$ cat src/rtl/alu_req_scheduler_if.sv
// Bundle of requester, ALU-side and response signals for alu_req_scheduler.
// The slave modport is the scheduler's view; master is the surrounding system.
interface alu_req_scheduler_if;
    logic        req0_valid;
    logic        req0_ready;
    logic [2:0]  req0_opcode;
    logic [15:0] req0_a;
    logic [15:0] req0_b;

    logic        req1_valid;
    logic        req1_ready;
    logic [2:0]  req1_opcode;
    logic [15:0] req1_a;
    logic [15:0] req1_b;

    logic [15:0] alu_a;
    logic [15:0] alu_b;
    logic [2:0]  alu_opcode;
    logic [31:0] alu_result;

    logic        rsp_valid;
    logic        rsp_ready;
    logic        rsp_id;
    logic [31:0] rsp_result;
    logic        rsp_err;
    logic        busy;

    modport slave (
        input  req0_valid, req0_opcode, req0_a, req0_b,
        input  req1_valid, req1_opcode, req1_a, req1_b,
        input  alu_result, rsp_ready,
        output req0_ready, req1_ready,
        output alu_a, alu_b, alu_opcode,
        output rsp_valid, rsp_id, rsp_result, rsp_err, busy
    );

    modport master (
        output req0_valid, req0_opcode, req0_a, req0_b,
        output req1_valid, req1_opcode, req1_a, req1_b,
        output alu_result, rsp_ready,
        input  req0_ready, req1_ready,
        input  alu_a, alu_b, alu_opcode,
        input  rsp_valid, rsp_id, rsp_result, rsp_err, busy
    );
endinterface

$ cat src/rtl/alu_req_scheduler.sv
// Round-robin scheduler sharing one combinational 16-bit ALU between two
// requesters; one operation in flight, operands held in registers while it runs.
module alu_req_scheduler #(
    parameter int MUL_CYCLES = 3,
    parameter int OP_CYCLES  = 1
) (
    input  logic                  clk,
    input  logic                  rst,
    alu_req_scheduler_if.slave    bus
);

    typedef enum logic [1:0] {
        IDLE = 2'd0,
        EXEC = 2'd1,
        RESP = 2'd2
    } state_e;

    localparam logic [2:0] OP_MUL     = 3'b001;
    localparam logic [2:0] OP_ILLEGAL = 3'b111;
    localparam int MAX_CYCLES = (MUL_CYCLES > OP_CYCLES) ? MUL_CYCLES : OP_CYCLES;
    localparam int CNT_W      = $clog2(MAX_CYCLES + 1);

    state_e             state_q, state_d;
    logic [CNT_W-1:0]   cnt_q, cnt_d;
    logic               last_grant_q, last_grant_d;
    logic [15:0]        alu_a_q, alu_a_d;
    logic [15:0]        alu_b_q, alu_b_d;
    logic [2:0]         alu_opcode_q, alu_opcode_d;
    logic               rsp_valid_q, rsp_valid_d;
    logic               rsp_id_q, rsp_id_d;
    logic [31:0]        rsp_result_q, rsp_result_d;
    logic               rsp_err_q, rsp_err_d;

    logic               grant_any;
    logic               grant_id;
    logic [2:0]         sel_opcode;
    logic [15:0]        sel_a;
    logic [15:0]        sel_b;

    // A contested cycle goes to whoever did not win last time.
    always_comb begin
        grant_any = bus.req0_valid | bus.req1_valid;
        if (bus.req0_valid && bus.req1_valid) begin
            grant_id = ~last_grant_q;
        end else begin
            grant_id = bus.req1_valid;
        end
        sel_opcode = grant_id ? bus.req1_opcode : bus.req0_opcode;
        sel_a      = grant_id ? bus.req1_a      : bus.req0_a;
        sel_b      = grant_id ? bus.req1_b      : bus.req0_b;
    end

    assign bus.req0_ready = (state_q == IDLE) && grant_any && !grant_id;
    assign bus.req1_ready = (state_q == IDLE) && grant_any &&  grant_id;

    always_comb begin
        state_d      = state_q;
        cnt_d        = cnt_q;
        last_grant_d = last_grant_q;
        alu_a_d      = alu_a_q;
        alu_b_d      = alu_b_q;
        alu_opcode_d = alu_opcode_q;
        rsp_valid_d  = rsp_valid_q;
        rsp_id_d     = rsp_id_q;
        rsp_result_d = rsp_result_q;
        rsp_err_d    = rsp_err_q;

        case (state_q)
            IDLE: begin
                if (grant_any) begin
                    alu_a_d      = sel_a;
                    alu_b_d      = sel_b;
                    alu_opcode_d = sel_opcode;
                    rsp_id_d     = grant_id;
                    last_grant_d = grant_id;
                    if (sel_opcode == OP_ILLEGAL) begin
                        rsp_result_d = 32'h0;
                        rsp_err_d    = 1'b1;
                        rsp_valid_d  = 1'b1;
                        state_d      = RESP;
                    end else begin
                        cnt_d   = (sel_opcode == OP_MUL) ? CNT_W'(MUL_CYCLES - 1)
                                                         : CNT_W'(OP_CYCLES - 1);
                        state_d = EXEC;
                    end
                end
            end
            EXEC: begin
                if (cnt_q != '0) begin
                    cnt_d = cnt_q - 1'b1;
                end else begin
                    rsp_result_d = bus.alu_result;
                    rsp_err_d    = 1'b0;
                    rsp_valid_d  = 1'b1;
                    alu_opcode_d = OP_ILLEGAL;
                    state_d      = RESP;
                end
            end
            RESP: begin
                if (bus.rsp_ready) begin
                    rsp_valid_d = 1'b0;
                    state_d     = IDLE;
                end
            end
            default: begin
                state_d = IDLE;
            end
        endcase
    end

    always_ff @(posedge clk) begin
        if (rst) begin
            state_q      <= IDLE;
            cnt_q        <= '0;
            last_grant_q <= 1'b1;
            alu_a_q      <= 16'h0;
            alu_b_q      <= 16'h0;
            alu_opcode_q <= OP_ILLEGAL;
            rsp_valid_q  <= 1'b0;
            rsp_id_q     <= 1'b0;
            rsp_result_q <= 32'h0;
            rsp_err_q    <= 1'b0;
        end else begin
            state_q      <= state_d;
            cnt_q        <= cnt_d;
            last_grant_q <= last_grant_d;
            alu_a_q      <= alu_a_d;
            alu_b_q      <= alu_b_d;
            alu_opcode_q <= alu_opcode_d;
            rsp_valid_q  <= rsp_valid_d;
            rsp_id_q     <= rsp_id_d;
            rsp_result_q <= rsp_result_d;
            rsp_err_q    <= rsp_err_d;
        end
    end

    assign bus.alu_a      = alu_a_q;
    assign bus.alu_b      = alu_b_q;
    assign bus.alu_opcode = alu_opcode_q;
    assign bus.rsp_valid  = rsp_valid_q;
    assign bus.rsp_id     = rsp_id_q;
    assign bus.rsp_result = rsp_result_q;
    assign bus.rsp_err    = rsp_err_q;
    assign bus.busy       = (state_q != IDLE);

endmodule

$ cat src/flat_wrapper.sv
// flat-port wrapper written by rule: the top's interface ports become plain ports
module alu_req_scheduler_flat 
#(
    parameter int MUL_CYCLES = 3,
    parameter int OP_CYCLES  = 1
)
  (clk, rst, bus_req0_valid, bus_req0_opcode, bus_req0_a, bus_req0_b, bus_req1_valid, bus_req1_opcode, bus_req1_a, bus_req1_b, bus_alu_result, bus_rsp_ready, bus_req0_ready, bus_req1_ready, bus_alu_a, bus_alu_b, bus_alu_opcode, bus_rsp_valid, bus_rsp_id, bus_rsp_result, bus_rsp_err, bus_busy);
  alu_req_scheduler_if bus_i ();
  input  logic clk;
  input  logic rst;
  input wire logic [$bits(bus_i.req0_valid)-1:0] bus_req0_valid;
  input wire logic [$bits(bus_i.req0_opcode)-1:0] bus_req0_opcode;
  input wire logic [$bits(bus_i.req0_a)-1:0] bus_req0_a;
  input wire logic [$bits(bus_i.req0_b)-1:0] bus_req0_b;
  input wire logic [$bits(bus_i.req1_valid)-1:0] bus_req1_valid;
  input wire logic [$bits(bus_i.req1_opcode)-1:0] bus_req1_opcode;
  input wire logic [$bits(bus_i.req1_a)-1:0] bus_req1_a;
  input wire logic [$bits(bus_i.req1_b)-1:0] bus_req1_b;
  input wire logic [$bits(bus_i.alu_result)-1:0] bus_alu_result;
  input wire logic [$bits(bus_i.rsp_ready)-1:0] bus_rsp_ready;
  output wire logic [$bits(bus_i.req0_ready)-1:0] bus_req0_ready;
  output wire logic [$bits(bus_i.req1_ready)-1:0] bus_req1_ready;
  output wire logic [$bits(bus_i.alu_a)-1:0] bus_alu_a;
  output wire logic [$bits(bus_i.alu_b)-1:0] bus_alu_b;
  output wire logic [$bits(bus_i.alu_opcode)-1:0] bus_alu_opcode;
  output wire logic [$bits(bus_i.rsp_valid)-1:0] bus_rsp_valid;
  output wire logic [$bits(bus_i.rsp_id)-1:0] bus_rsp_id;
  output wire logic [$bits(bus_i.rsp_result)-1:0] bus_rsp_result;
  output wire logic [$bits(bus_i.rsp_err)-1:0] bus_rsp_err;
  output wire logic [$bits(bus_i.busy)-1:0] bus_busy;
  assign bus_i.req0_valid = bus_req0_valid;
  assign bus_i.req0_opcode = bus_req0_opcode;
  assign bus_i.req0_a = bus_req0_a;
  assign bus_i.req0_b = bus_req0_b;
  assign bus_i.req1_valid = bus_req1_valid;
  assign bus_i.req1_opcode = bus_req1_opcode;
  assign bus_i.req1_a = bus_req1_a;
  assign bus_i.req1_b = bus_req1_b;
  assign bus_i.alu_result = bus_alu_result;
  assign bus_i.rsp_ready = bus_rsp_ready;
  assign bus_req0_ready = bus_i.req0_ready;
  assign bus_req1_ready = bus_i.req1_ready;
  assign bus_alu_a = bus_i.alu_a;
  assign bus_alu_b = bus_i.alu_b;
  assign bus_alu_opcode = bus_i.alu_opcode;
  assign bus_rsp_valid = bus_i.rsp_valid;
  assign bus_rsp_id = bus_i.rsp_id;
  assign bus_rsp_result = bus_i.rsp_result;
  assign bus_rsp_err = bus_i.rsp_err;
  assign bus_busy = bus_i.busy;
  alu_req_scheduler #(.MUL_CYCLES(MUL_CYCLES), .OP_CYCLES(OP_CYCLES)) u_core (.clk(clk), .rst(rst), .bus(bus_i));
endmodule
$ cat config.mk
export PLATFORM = sky130hd
export DESIGN_NAME = alu_req_scheduler_flat
export DESIGN_NICKNAME = d
export VERILOG_FILES = /design/src/rtl/alu_req_scheduler_if.sv /design/src/rtl/alu_req_scheduler.sv /design/src/flat_wrapper.sv
export SDC_FILE = /design/constraint.sdc
export NUM_CORES = 1
export LEC_CHECK = 0
export CORE_UTILIZATION = 42
export CTS_CLUSTER_SIZE = 28
export DETAILED_ROUTE_END_ITERATION = 6
export GPL_TIMING_DRIVEN = 0
export PLACE_DENSITY = 0.91
export SLEW_MARGIN = 20
export SYNTH_ARGS = -nofsm -noshare
export SYNTH_HDL_FRONTEND = slang
export SYNTH_SLANG_ARGS = --single-unit
$ cat constraint.sdc
create_clock -name clk -period 2.1 [get_ports clk]
set_input_delay 0.42 -clock clk [delete_from_list [all_inputs] [get_ports clk]]
set_output_delay 0.42 -clock clk [all_outputs]
set_load 0.01 [all_outputs]
Yosys cells after proc, flatten, opt, wreduce, memory -nomap -nowiden
Index checks and enable logic that the tools add are counted.

storage, ports and cells
  word-level logic and storage cells = 67
  bits of input ports = 107
  register bits = 75
  output and inout bits = 73

operators by class
  reductions and logical operators = 16
  add/subtract/negate cells = 1
  equal/unequal tests = 10
  muxes and demuxes = 28
  bitwise gates (word level) = 2

operator list
  cell                                                                    count
  32-bit 2-to-1 mux                                                       3
  32-bit case mux with 2 select lines                                     1
  16-bit 2-to-1 mux                                                       2
  2-bit 2-to-1 mux                                                        8
  3-bit 2-to-1 mux                                                        3
  2-bit != test (second input constant)                                   4
  4-bit AND reduction                                                     2
  1-bit 2-to-1 mux                                                        6
  2-bit case mux with 3 select lines                                      1
  3-bit case mux with 2 select lines                                      1
  3-bit AND reduction                                                     2
  2-bit nonzero test                                                      3
  5-bit AND reduction                                                     1
  1-bit logical AND                                                       4
  2-bit by 1-bit != test with 1-bit output (second input constant)        2
  2-bit case mux with 2 select lines                                      1
  3-bit by 1-bit equality test with 1-bit output (second input constant)  1
  3-bit equality test (second input constant)                             1
  1-bit case mux with 3 select lines                                      1
  3-bit nonzero test                                                      1
  2-bit by 1-bit equality test with 1-bit output (second input constant)  1
  2-bit equality test (second input constant)                             1
  2-bit zero test                                                         1
  1-bit case mux with 2 select lines                                      1
  5 further kinds                                                         5

Longest topological paths before layout
Gate-level depths: netlist of run 1.

  depth after elaboration = 8
  mapped depth = 8
  gate-level depth less buffers = 6

Worst setup path before layout of run 1
Ideal clock, no wire load.

  kind = in2out
  start = in bus_req1_valid
  end = out bus_req1_ready
  arrival = 1.152 ns
  stages = 5
  path slack = 0.528 ns
  buffers on the path = 2
  required time = 1.680 ns
  path through = a21boi_4 -> buf_6 -> buf_6 -> nand2_1 -> inv_1

on the way
  longest elaborated chain between the ends = 3
  elaborated cells on any way between the ends = 5
  classes of those cells = 1 x mux; 1 x bitwise; 3 x reduce/logical

RTL lines
  element                                                       RTL line                                          text
  from (decl)                                                   flat_wrapper.sv:15                                input wire logic [$bits(bus_i.req1_valid)-1:0] bus_req1_valid;
  1-bit bitwise OR / 1-bit logical AND (equally long branches)  alu_req_scheduler.sv:42, alu_req_scheduler.sv:43
  1-bit logical AND / 1-bit 2-to-1 mux (equally long branches)  alu_req_scheduler.sv:54, alu_req_scheduler.sv:43
  1-bit logical AND (*)                                         alu_req_scheduler.sv:54                           assign bus.req1_ready = (state_q == IDLE) && grant_any && grant_id;
  to (decl)                                                     flat_wrapper.sv:22                                output wire logic [$bits(bus_i.req1_ready)-1:0] bus_req1_ready;

Mark *: on every way between the ends. The rest lies on a longest branch, timed or not.

==> results of run 1 <==
==> synthesized netlist by cell type, drive strengths merged (3+ instances only) <==
cell and instances:
o22ai 3, o21ai 3, nor2 39, nor3 3, clkbuf 11, a211oi 32
dfxtp 75, nand3 3, buf 17, mux2 4, mux2i 66, nand2 72
a21oi 6, inv 7
==> stage by stage <==
step	hold WS, ns	setup slack, ns	power [mW]	util (%)
after floorplan	0.438	0.528	2.26	-
after global placement	0.441	-0.722	2.83	68.1
after detailed placement	0.453	-0.742	2.86	68.1
after CTS	0.463	0.184	4.37	72.2
after global routing	0.483	0.00318	4.54	72.2
final	0.461	0.167	4.36	72.2
==> worst max-delay path, stage by stage <==
cell             delay, ns
clkdlybuf4s50_1       0.55
inv_1                 0.13
clkbuf_1              0.38
clkbuf_1              0.41
nand2_1               0.11
mux2i_1               0.18
==> registers in the layout (all words and copies together) (netlist names) <==
signal,count
u_core.bus.rsp_result,32
u_core.bus.alu_a,16
u_core.bus.alu_b,16
u_core.bus.alu_opcode,3
u_core.cnt_q,2
u_core.state_q,2
u_core.bus.rsp_err,1
u_core.bus.rsp_id,1
u_core.bus.rsp_valid,1
u_core.last_grant_q,1
==> routing by layer <==
| layer | vias to the layer above | part of all wire (%) | track usage, % |
|---|---|---|---|
| li1 | 1604 | - | - |
| met1 | 1531 | 44 | 27.4 |
| met2 | 106 | 51 | 43.6 |
| met3 | 22 | 3.3 | 3.70 |
| met4 | 0 | 2.0 | 8.47 |
| met5 | - | 0 | 0 |
==> cell type report <==
type                       count  area [um2]
inverter                       7        26.3
sequential                    75        1510
fill                         582        2140
multi-input combinational    245        1620
clock inverter                 4         120
clock buffer                  12         155
tap                          102         128
buffer                        26         185
timing repair buffer         182        1810
==> cells by family after synthesis <==
kind of cell / Yosys count / share of synthesized area [%]
AO/OA/AOI/OAI: 52 / 11.9
buffers and inverters: 35 / 6.30
multiplexers: 70 / 21.3
adder cells (fa/ha/maj): 1 / 0.377
AND/OR/NAND/NOR: 122 / 14.8
flip-flops: 75 / 45.3
==> what timing repair did <==
item                       CTS  global route
resized for setup           21             0
setup endpoints to repair    2             0
setup buffers                3             0
==> power breakdown <==
group | switching (mW) | leakage (nW) | internal [mW]
Combinational | 0.540 | 1.49 | 0.671
Sequential | 0.0838 | 0.616 | 1.56
Clock | 0.526 | 0.137 | 0.977
Total | 1.15 | 2.24 | 3.21
==> worst paths after layout <==
check | end | slack (ns) | depth (start not counted)
worst min register to register | u_core.bus.rsp_result[28] | 0.46 | 2
worst max register to register | u_core.bus.rsp_result[5] | 0.44 | 6
worst min-delay path | u_core.bus.rsp_result[28] | 0.46 | 2
worst max-delay path | u_core.bus.rsp_result[5] | 0.17 | 6
==> qor.yml, run 1 <==
grt_max_degree: 18
rsz0062_at_grt: "false"
placed_cell_area_mm2: 0.00524
fmax_mhz: 517
drt_first_pass_iters: 5
stdcell_count: 653
fp.coreArea_mm2: 0.00769
required_ns: 2.36
antenna_found_initial: 0
hold_viol: 0
synth_largest_area_cell: "dfxtp_1"
grt-ovfl-total: 0
area_delta_synth_final_pct: 67.3
status: "complete, no violations"
htreeDepth: 3
portBuffers: 179
n_antenna_cell: 0
setup_tns_ns: 0
synth_top_area_share_pct: 45.3
synth_enable_flop_cells: 0
synth_area_mm2: 0.00332
synth_area_leaders: "dfxtp_1 (45%), mux2i_1 (20%), nand2_1 (8.2%), a211oi_1 (7.2%), nor2_1 (4.4%)"
nNetsFinal: 654
fin_crit_ns: 1.93
crit_fanout: 10
dieArea_mm2: 0.00825
avgSynthCellArea_um2: 9.34
grtUsageTotal_pct: 23.6
final_common_cell: "clkdlybuf4s50_1"
wire_per_inst_um: 15.2
setup_viol: 0
synth_ff_type: "dfxtp_1"
vias_per_cell: 5.00
cts_tree: "built"
final.period_utilization_pct: 92.0
report.final.slew_viol_count: 0
ys_types: 35
dieWidth_um: 90.9
io_pins: 180
final_area_mm2: 0.00555
grt_pass1_wl_mm: 15.5
slew_headroom_pct: 65.4
root_buffer: "clkbuf_8"
worstReg2RegStart: "u_core.state_q[0]"
yosys_warnings: 0
cp-end-kind: "flop"
syn_inst: 355
clock-sinks: 75
yosysSeqAreaShare_pct: 45.3
clk_path_buf_depth: 2
start_kind: "input port"
tightest_slew_ns: 0.519
crit_type: "input port to flop"
cap_violations: 0
die_height_um: 90.9
cts_buffers: 9
drt_iter0_markers: 80
peakVddDrop_uv: 470
path_clk_slew_ns: 0.09
finalWirelength_mm: 9.92
min-delay-start: "u_core.bus.rsp_result[28]"
ys_ff_latch: 75
start_util_pct: 43.1
drtAntennaViolNets: 0
worstPathArrival_ns: 2.19
clock-skew-final_ns: 0.0114
clock_latency_ns: 0.33
place_congestion: 0.811
leakage_nw: 2.24
drcViolationCount: 0
postCtsHoldBufs: 0
routed-via-count: 3263
dp_cells: 636
worstSetupStartpoint: "rst"
mostFrequentLayoutCells: "clkdlybuf4s50_1 (175), dfxtp_1 (74), nand2_1 (72)"
async_reset_ff_share_pct: 0
dp_hpwl_mm: 7.43
std_cell_rows: 32
hp-class: "flop to flop"
p_per_area_mw_per_mm2: 786
grt_pass1_vias: 3295
drive_above_1_share_pct: 8.53
syn-num-nets: 463
Power figures use the tool's default switching activity.
==> run 2, diff against run 1 <==
--- a/config.mk
+++ b/config.mk
@@ -5,11 +5,11 @@
 export SDC_FILE = /design/constraint.sdc
 export NUM_CORES = 1
 export LEC_CHECK = 0
-export CORE_UTILIZATION = 42
+export CORE_UTILIZATION = 39
 export CTS_CLUSTER_SIZE = 28
 export DETAILED_ROUTE_END_ITERATION = 6
 export GPL_TIMING_DRIVEN = 0
-export PLACE_DENSITY = 0.91
+export PLACE_DENSITY = 0.85
 export SLEW_MARGIN = 20
 export SYNTH_ARGS = -nofsm -noshare
 export SYNTH_HDL_FRONTEND = slang
==> qor.yml, run 2 (same netlist as run 1, synthesis figures left out) <==
min-delay-start: "u_core.bus.rsp_result[23]"  # was u_core.bus.rsp_result[28]
cts_buffers: 9  # unchanged
root_buffer: "clkbuf_8"  # unchanged
dieWidth_um: 94.2  # was 90.9 um
grt_pass1_wl_mm: 14.9  # was 15.5 mm
mostFrequentLayoutCells: "clkdlybuf4s50_1 (175), dfxtp_1 (75), nand2_1 (72)"  # was clkdlybuf4s50_1 (175), dfxtp_1 (74), nand2_1 (72)
clk_path_buf_depth: 2  # unchanged
grt_pass1_vias: 3331  # was 3295
grt_max_degree: 20  # was 18
rsz0062_at_grt: "false"  # unchanged
std_cell_rows: 33  # was 32
place_congestion: 0.824  # was 0.811
start_util_pct: 40.4  # was 43.1%
fmax_mhz: 505  # was 517 MHz
crit_type: "flop to primary output"  # was input port to flop
clock-sinks: 75  # unchanged
cts_tree: "built"  # unchanged
antenna_found_initial: 0  # unchanged
slew_headroom_pct: 69.3  # was 65.4%
report.power.total_mw: 4.18  # was 4.36 mW
hold_path_end: "u_core.bus.rsp_result[23]"  # was u_core.bus.rsp_result[28]
p_per_area_mw_per_mm2: 758  # was 786 mW/mm2
finalWirelength_mm: 9.34  # was 9.92 mm
worstReg2RegStart: "u_core.state_q[0]"  # unchanged
worstPathArrival_ns: 1.56  # was 2.19 ns
hold_depth: 2  # unchanged
clock-skew-final_ns: 0.00746  # was 0.0114 ns
peakVddDrop_uv: 487  # was 470 uV
drt_iter0_markers: 61  # was 80
die_height_um: 94.2  # was 90.9 um
dp_hpwl_mm: 7.36  # was 7.43 mm
portBuffers: 179  # unchanged
area_delta_synth_final_pct: 66.5  # was 67.3%
hp-class: "flop to flop"  # unchanged
clock_latency_ns: 0.33  # about the same
worstReg2RegEnd: "u_core.bus.rsp_result[1]"  # was u_core.bus.rsp_result[5]
htreeDepth: 3  # unchanged
n_antenna_cell: 0  # unchanged
hold_slack_ns: 0.460  # was 0.461 ns
vias_per_cell: 4.96  # was 5.00
final.period_utilization_pct: 94.2  # was 92.0%
hold_viol: 0  # unchanged
leakage_nw: 2.22  # was 2.24 nW
report.final.slew_viol_count: 0  # unchanged
drt_first_pass_iters: 4  # was 5
grtUsageTotal_pct: 21.5  # was 23.6%
final_common_cell: "clkdlybuf4s50_1"  # unchanged
cp-end-kind: "primary output"  # was flop
setup_tns_ns: 0  # unchanged
grt-ovfl-total: 0  # unchanged
nNetsFinal: 654  # unchanged
drtAntennaViolNets: 0  # unchanged
postCtsHoldBufs: 0  # unchanged
largest_register_ffs: 32  # unchanged
status: "complete, no violations"  # unchanged
dieArea_mm2: 0.00887  # was 0.00825 mm2
wire_per_inst_um: 14.2  # was 15.2 um
cap_violations: 0  # unchanged
fp.coreArea_mm2: 0.00822  # was 0.00769 mm2
io_pins: 180  # unchanged
crit_fanout: 10  # unchanged
start_kind: "flop"  # was input port
routed-via-count: 3255  # was 3263
fin_crit_ns: 1.98  # was 1.93 ns
required_ns: 1.68  # was 2.36 ns
drive_above_1_share_pct: 7.99  # was 8.53%
path_clk_slew_ns: 0.07  # was 0.09 ns
r2r_setup_slack_ns: 0.46  # was 0.44 ns
drcViolationCount: 0  # unchanged
tightest_slew_ns: 0.460  # was 0.519 ns
reg2regPathDepth: 6  # unchanged
setup_viol: 0  # unchanged
[run 2: where the power goes]
| part | leakage (nW) | internal, mW | switching (mW) |
|---|---|---|---|
| clock network | 0.117 | 0.824 | 0.515 |
| registers | 0.615 | 1.56 | 0.0714 |
| logic | 1.49 | 0.673 | 0.541 |
| total | 2.22 | 3.06 | 1.13 |
[run 2: stage by stage]
step,setup slack [ns],cell area [um2],instances,util [%]
after CTS,0.0573,5520,656,67.2
after detailed placement,-0.744,5240,639,63.8
after floorplan,0.528,3320,355,-
final,0.121,5520,656,67.2
after global routing,0.00561,5520,656,67.2
after global placement,-0.735,5240,639,63.8
[run 2: worst max-delay path, stage by stage, from the launching register on]
cell,delay (ns)
dfxtp_1,0.30
buf_4,0.17
nor2_2,0.18
inv_1,0.09
clkdlybuf4s50_1,0.48
[run 2: timing repair]
| action | 4_1_cts | 5_1_grt |
|---|---|---|
| setup endpoints to repair | 2 | 1 |
| gates cloned | 0 | 0 |
| setup buffers | 2 | 0 |
| pin swaps | 1 | 0 |
| gates resized for setup | 17 | 2 |
[run 2: worst max path at each step]
stage | depth (start not counted) | to | startpoint
after floorplan | 5 | bus_req1_ready | bus_req1_valid
after global placement | 7 | bus_req1_ready | bus_req0_valid
after detailed placement | 7 | bus_req1_ready | bus_req0_valid
after CTS | 7 | bus_req1_ready | bus_req1_valid
after global routing | 6 | bus_req1_ready | u_core.state_q[1]
final | 4 | bus_busy | u_core.state_q[1]
[run 2: cell type report]
cell class | instances | area (um2)
clock buffer | 12 | 145
timing repair buffer | 181 | 1810
tap | 105 | 131
buffer | 27 | 193
inverter | 7 | 26.3
multi-input combinational | 245 | 1620
clock inverter | 4 | 97.6
sequential | 75 | 1500
fill | 658 | 2700
[run 2: metal layers]
metal / track usage, % / wire (um)
met5: 0 / 0
met4: 10.3 / 241
met3: 4.85 / 560
met2: 38.2 / 4750
met1: 23.9 / 3790
